--- config.mk ---
export PLATFORM = sky130hd
export DESIGN_NAME = glbl_reg_bridge
export DESIGN_NICKNAME = d
export VERILOG_FILES = /design/src/rtl/glbl_reg_bridge.sv
export SDC_FILE = /design/constraint.sdc
export NUM_CORES = 1
export LEC_CHECK = 0
export ABC_AREA = 0
export CELL_PAD_IN_SITES_DETAIL_PLACEMENT = 1
export CELL_PAD_IN_SITES_GLOBAL_PLACEMENT = 1
export CORE_MARGIN = 2
export CORE_UTILIZATION = 30
export CTS_CLUSTER_DIAMETER = 120
export DETAILED_ROUTE_END_ITERATION = 7
export GPL_TIMING_DRIVEN = 0
export PLACE_DENSITY = 0.92
export SYNTH_ARGS = -nofsm -noshare
export SYNTH_HDL_FRONTEND = slang
export SYNTH_SLANG_ARGS = --single-unit
--- constraint.sdc ---
create_clock -name mclk -period 2.3 [get_ports mclk]
set_clock_uncertainty 0.15 [all_clocks]
set_input_delay 0.46 -clock mclk [delete_from_list [all_inputs] [get_ports mclk]]
set_output_delay 0.46 -clock mclk [all_outputs]
set_load 0.02 [all_outputs]
--- src/rtl/glbl_reg_bridge.sv ---
// glbl_reg_bridge: Wishbone B4 classic slave to reg-bus master bridge for the
// global config register block (mclk domain). One Wishbone cycle becomes one
// reg-bus access, with reg_cs held until reg_ack.
//
// Ports:
//   mclk, reset_n           clock, asynchronous active-low reset
//   wb_cyc_i .. wb_sel_i    Wishbone slave request (cycle, strobe, we, adr, data, sel)
//   wb_dat_o                read data (ERR_RDATA on error), held until next completion
//   wb_ack_o, wb_err_o      one-cycle completion pulses
//   reg_cs .. reg_be        reg-bus request; address/data/enables hold while reg_cs=0
//   reg_rdata, reg_ack      reg-bus response
//   timeout_sts             sticky timeout flag; timeout_clr clears it (set wins)
module glbl_reg_bridge #(
  parameter logic [31:0] BASE_ADDR   = 32'h3002_0000,
  parameter logic [7:0]  TIMEOUT_CYC = 8'd255,
  parameter logic [31:0] ERR_RDATA   = 32'hDEAD_DEAD
) (
  input  logic        mclk,
  input  logic        reset_n,
  input  logic        wb_cyc_i,
  input  logic        wb_stb_i,
  input  logic        wb_we_i,
  input  logic [31:0] wb_adr_i,
  input  logic [31:0] wb_dat_i,
  input  logic [3:0]  wb_sel_i,
  output logic [31:0] wb_dat_o,
  output logic        wb_ack_o,
  output logic        wb_err_o,
  output logic        reg_cs,
  output logic        reg_wr,
  output logic [7:0]  reg_addr,
  output logic [31:0] reg_wdata,
  output logic [3:0]  reg_be,
  input  logic [31:0] reg_rdata,
  input  logic        reg_ack,
  output logic        timeout_sts,
  input  logic        timeout_clr
);

  typedef enum logic [1:0] {StIdle, StReq, StResp} state_e;

  state_e      r_state;
  logic [7:0]  r_cnt;
  logic [31:0] r_wb_dat;
  logic        r_wb_ack;
  logic        r_wb_err;
  logic        r_cs;
  logic        r_wr;
  logic [7:0]  r_addr;
  logic [31:0] r_wdata;
  logic [3:0]  r_be;
  logic        r_tsts;

  logic w_in_win;
  logic w_timeout;

  assign w_in_win  = (wb_adr_i[31:8] == BASE_ADDR[31:8]);
  assign w_timeout = (r_cnt == (TIMEOUT_CYC - 8'd1));

  always_ff @(posedge mclk or negedge reset_n) begin
    if (!reset_n) begin
      r_state  <= StIdle;
      r_cnt    <= 8'd0;
      r_wb_dat <= 32'd0;
      r_wb_ack <= 1'b0;
      r_wb_err <= 1'b0;
      r_cs     <= 1'b0;
      r_wr     <= 1'b0;
      r_addr   <= 8'd0;
      r_wdata  <= 32'd0;
      r_be     <= 4'd0;
      r_tsts   <= 1'b0;
    end else begin
      // Clear first so a timeout later in this block overrides it.
      if (timeout_clr) begin
        r_tsts <= 1'b0;
      end

      case (r_state)
        StIdle: begin
          if (wb_cyc_i && wb_stb_i) begin
            if (w_in_win) begin
              r_wr    <= wb_we_i;
              r_addr  <= wb_adr_i[7:0];
              r_wdata <= wb_dat_i;
              r_be    <= wb_sel_i;
              r_cs    <= 1'b1;
              r_cnt   <= 8'd0;
              r_state <= StReq;
            end else begin
              r_wb_err <= 1'b1;
              r_wb_dat <= ERR_RDATA;
              r_state  <= StResp;
            end
          end
        end

        StReq: begin
          r_cnt <= r_cnt + 8'd1;
          // Priority: target ack > timeout > master abort.
          if (reg_ack) begin
            r_cs     <= 1'b0;
            r_wb_dat <= r_wr ? 32'd0 : reg_rdata;
            r_wb_ack <= 1'b1;
            r_state  <= StResp;
          end else if (w_timeout) begin
            r_cs     <= 1'b0;
            r_wb_err <= 1'b1;
            r_wb_dat <= ERR_RDATA;
            r_tsts   <= 1'b1;
            r_state  <= StResp;
          end else if (!wb_cyc_i) begin
            r_cs    <= 1'b0;
            r_state <= StIdle;
          end
        end

        StResp: begin
          // Strobe is ignored here so a lingering stb is not re-accepted.
          r_wb_ack <= 1'b0;
          r_wb_err <= 1'b0;
          r_state  <= StIdle;
        end

        default: begin
          r_state <= StIdle;
        end
      endcase
    end
  end

  assign wb_dat_o    = r_wb_dat;
  assign wb_ack_o    = r_wb_ack;
  assign wb_err_o    = r_wb_err;
  assign reg_cs      = r_cs;
  assign reg_wr      = r_wr;
  assign reg_addr    = r_addr;
  assign reg_wdata   = r_wdata;
  assign reg_be      = r_be;
  assign timeout_sts = r_tsts;

endmodule
==> impl_metrics.sql <==
INSERT INTO impl_metrics (metric_group, metric, value, unit) VALUES
('logic_synthesis', 'dominantRegCellSynth', 'dfrtp_1', ''),
('global_route', 'grt_use_total', '18.3', '%'),
('worst_setup_path', 'worstReg2RegEnd', 'wb_dat_o[8]', ''),
('worst_setup_path', 'worst_ep_required_time', '2380', 'ps'),
('floorplanning', 'width_of_the_die', '115', 'um'),
('power', 'power_frac_seq', '50.0', '%'),
('worst_setup_path', 'cp-start-kind', 'input port', ''),
('floorplanning', 'design.die.area', '13200', 'um2'),
('power', 'total_switching_power', '0.000685', 'W'),
('finish', 'fraction_of_final_layout_cells_sized_beyond_drive_strength_1', '15.4', '%'),
('timing', 'hold_viol_final', '0', ''),
('flow_run', 'max-cap-violations', '0', ''),
('worst_setup_path', 'worstReg2RegStart', 'r_cnt[0]', ''),
('timing', 'clock.fmax', '449', 'MHz'),
('power', 'leakagePower', '2.89', 'nW'),
('detailed_routing', 'drtPass1Iterations', '2', ''),
('worst_setup_path', 'critical_path.startpoint', 'wb_adr_i[9]', ''),
('detailed_routing', 'detail-route-antenna-nets', '0', ''),
('timing', 'max_slew.worst_pin.slew', '689', 'ps'),
('floorplanning', 'die_y', '115', 'um'),
('global_route', 'grt_first_pass_wirelength', '18.3', 'mm'),
('timing', 'post-route-min-period', '2230', 'ps'),
('floorplanning', 'coreArea', '12000', 'um2'),
('power', 'pwr-share-comb', '8.1', '%'),
('floorplanning', 'floorplan.initialDensity', '30.7', '%'),
('finish', 'design.final.nets', '614', ''),
('logic_synthesis', 'synth.avg_cell_area', '12.3', 'um2'),
('logic_synthesis', 'postSynthCellCount', '298', ''),
('worst_setup_path', 'crit_path_class', 'in2reg', ''),
('worst_setup_path', 'crit_path_end', 'wb_dat_o[10]', ''),
('placed_design', 'gp_routability_congestion', '0.704', ''),
('placed_design', 'hpwl', '8.89', 'mm'),
('clock_network', 'h-tree-depth', '3', ''),
('logic_synthesis', 'synth-warning-count', '0', ''),
('power', 'vdd.ir_drop.worst', '0.253', 'mV'),
('finish', 'leading_cell_type_in_the_layout_fill_and_taps_excluded', 'clkdlybuf4s50_1', ''),
('detailed_routing', 'first_iter_violations', '87', ''),
('logic_synthesis', 'synth_seq_cells', '91', ''),
('placed_design', 'dp_worst_setup_slack', '-717', 'ps'),
('logic_synthesis', 'synth_cell_type_count', '36', ''),
('clock_network', 'cts_tree', 'yes', ''),
('timing', 'final-setup-viol-count', '0', ''),
('worst_setup_path', 'crit_path_end_kind', 'flip-flop', ''),
('outcome', 'run_status', 'completed', ''),
('worst_setup_path', 'cp_data_arrival_time', '2300', 'ps'),
('worst_setup_path', 'critical_path_peak_fanout', '10', ''),
('logic_synthesis', 'synth_edf_count', '0', ''),
('power', 'power_density', '523', 'nW/um2'),
('placed_design', 'place.port_buffers', '187', ''),
('power', 'clkPwrFrac', '41.9', '%'),
('detailed_routing', 'via_count', '3143', ''),
('floorplanning', 'ios', '188', ''),
('global_route', 'first_global_vias', '3549', ''),
('timing', 'totalNegativeSetupSlack', '0', 'ps'),
('clock_network', 'tritoncts.num_buffers', '9', ''),
('detailed_routing', 'detail_route.drc_violations', '0', ''),
('floorplanning', 'num_rows', '40', ''),
('timing', 'slew_headroom', '53.9', '%'),
('logic_synthesis', 'netlist_area', '3670', 'um2'),
('worst_setup_path', 'r2r_slack', '290', 'ps'),
('power', 'p_sw_share', '21.3', '%'),
('logic_synthesis', 'ys_seq_area_share', '62.0', '%'),
('logic_synthesis', 'ys_async_rst_share', '100', '%'),
('global_route', 'antenna_violations_before_repair', '0', ''),
('timing', 'final-max-slew-violation-count', '0', ''),
('timing', 'period_share', '96.8', '%'),
('power', 'internal_power', '0.00253', 'W'),
('clock_network', 'clk-insertion-delay-late', '340', 'ps'),
('clock_network', 'clk_path_buf_depth', '2', ''),
('timing', 'postLayoutSetupSlackWorst', '73.2', 'ps'),
('logic_synthesis', 'synth_fp_nets', '407', ''),
('detailed_routing', 'avgViaCountPerCell', '4.80', ''),
('global_route', 'grt_start_max_net_pins', '67', ''),
('finish', 'number_of_antenna_cells_inserted', '0', ''),
('finish', 'layout_common_cells', '183 x clkdlybuf4s50_1, 91 x dfrtp_1, 47 x a21oi_1, 39 x mux2_2, 28 x inv_1', ''),
('detailed_routing', 'finalWirelength', '11.8', 'mm'),
('clock_network', 'cts_root_buf', 'clkbuf_16', ''),
('finish', 'area_delta_synth_final', '67.4', '%'),
('clock_network', 'numClockSinks', '91', ''),
('min_path', 'holdCritPathClass', 'reg2reg', ''),
('detailed_routing', 'drt-wirelength-per-cell', '18.1', 'um'),
('global_route', 'grt_remaining_overflow', '0', ''),
('worst_setup_path', 'r2r.worst_path.cells', '7', ''),
('clock_network', 'path_clk_slew', '60', 'ps');
cell families (layout without fill, tap and decap cells):
family / Yosys count / count (layout) / synth area share, %
AOI/OAI and AO/OA: 76 / 76 / 12.1
xor gates and xnor gates: 2 / 2 / 0.477
adders and majority gates: 2 / 2 / 0.681
buffers and inverters: 42 / 252 / 5.24
DFF: 91 / 91 / 62.0
muxes: 44 / 44 / 13.5
and+or+nand+nor: 41 / 41 / 6.10
power by group through the flow:
stage | logic (W) | registers [W] | clock network (W)
after floorplan | 0.0000178 | 0.00164 | 0
after global placement | 0.000243 | 0.00164 | 0
after detailed placement | 0.000256 | 0.00164 | 0
after CTS | 0.000261 | 0.00161 | 0.00140
after global routing | 0.000283 | 0.00161 | 0.00147
final | 0.000262 | 0.00161 | 0.00135
worst max-delay path, stage by stage:
cell	delay, ps
clkdlybuf4s50_1	420
nor4_1	300
and4_4	280
buf_4	120
a211oi_2	70
o21bai_2	310
buf_4	240
a21oi_1	90
worst min-delay path by stage:
stage	startpoint	endpoint	slack, ps	depth (start not counted)
after floorplan	reset_n	r_cnt[0]	10	0
after global placement	reg_wdata[28]	reg_wdata[28]	320	1
after detailed placement	reset_n	reg_wdata[5]	250	1
after CTS	reg_wdata[27]	reg_wdata[27]	340	1
after global routing	reg_wdata[30]	reg_wdata[30]	370	1
final	reg_wdata[27]	reg_wdata[27]	340	1
sequential cells by signal (all words and copies together) (netlist names):
name         cells
reg_wr           1
wb_ack_o         1
timeout_sts      1
r_cnt            8
reg_cs           1
r_state          2
reg_addr         8
reg_wdata       32
wb_err_o         1
reg_be           4
wb_dat_o        32
layout make-up:
class | instances | area [um2]
Fill cell | 1280 | 5810
Sequential cell | 91 | 2280
Timing Repair Buffer | 197 | 1980
Multi-Input combinational cell | 165 | 1240
Clock buffer | 12 | 246
Tap cell | 147 | 184
Buffer | 13 | 106
Inverter | 28 | 105
Clock inverter | 2 | 13.8
timing repair:
item,CTS,global route
hold endpoints to repair,25,0
setup buffers,3,5
pin swaps,4,4
resized for setup,12,11
endpoints found under the setup margin,80,63
hold buffers,1,0
synth_stat cells (all sizes together) (3+ instances only):
master	instances	area share, %
nand2	11	1.1
and3	3	0.51
inv	28	2.9
dfrtp	91	62
nand3	4	0.54
nor2	5	0.51
mux2	44	13
a21oi	47	6.4
a22o	11	2.6
o21ai	11	1.5
buf	10	2.0
nor4	3	0.51
clkbuf	4	0.41
per-stage QoR:
step	hold WS, ps	cell area, um2	util (%)	cells	power (W)
final	335	6150	51.4	655	0.00322
after detailed placement	250	5760	48.1	633	0.00189
after global routing	372	6150	51.4	655	0.00336
after CTS	340	6100	51.0	651	0.00327
after floorplan	14.4	3670	-	298	0.00166
after global placement	318	5730	47.9	632	0.00188
metal layers:
| metal | vias up | track usage, % | wire (um) |
|---|---|---|---|
| met3 | 18 | 5.35 | 881 |
| met4 | 0 | 7.72 | 252 |
| met2 | 120 | 31.7 | 6080 |
| met5 | - | 0 | 0 |
| met1 | 1553 | 21.1 | 4630 |
| li1 | 1452 | - | - |
(Power assumes the default switching activity.)
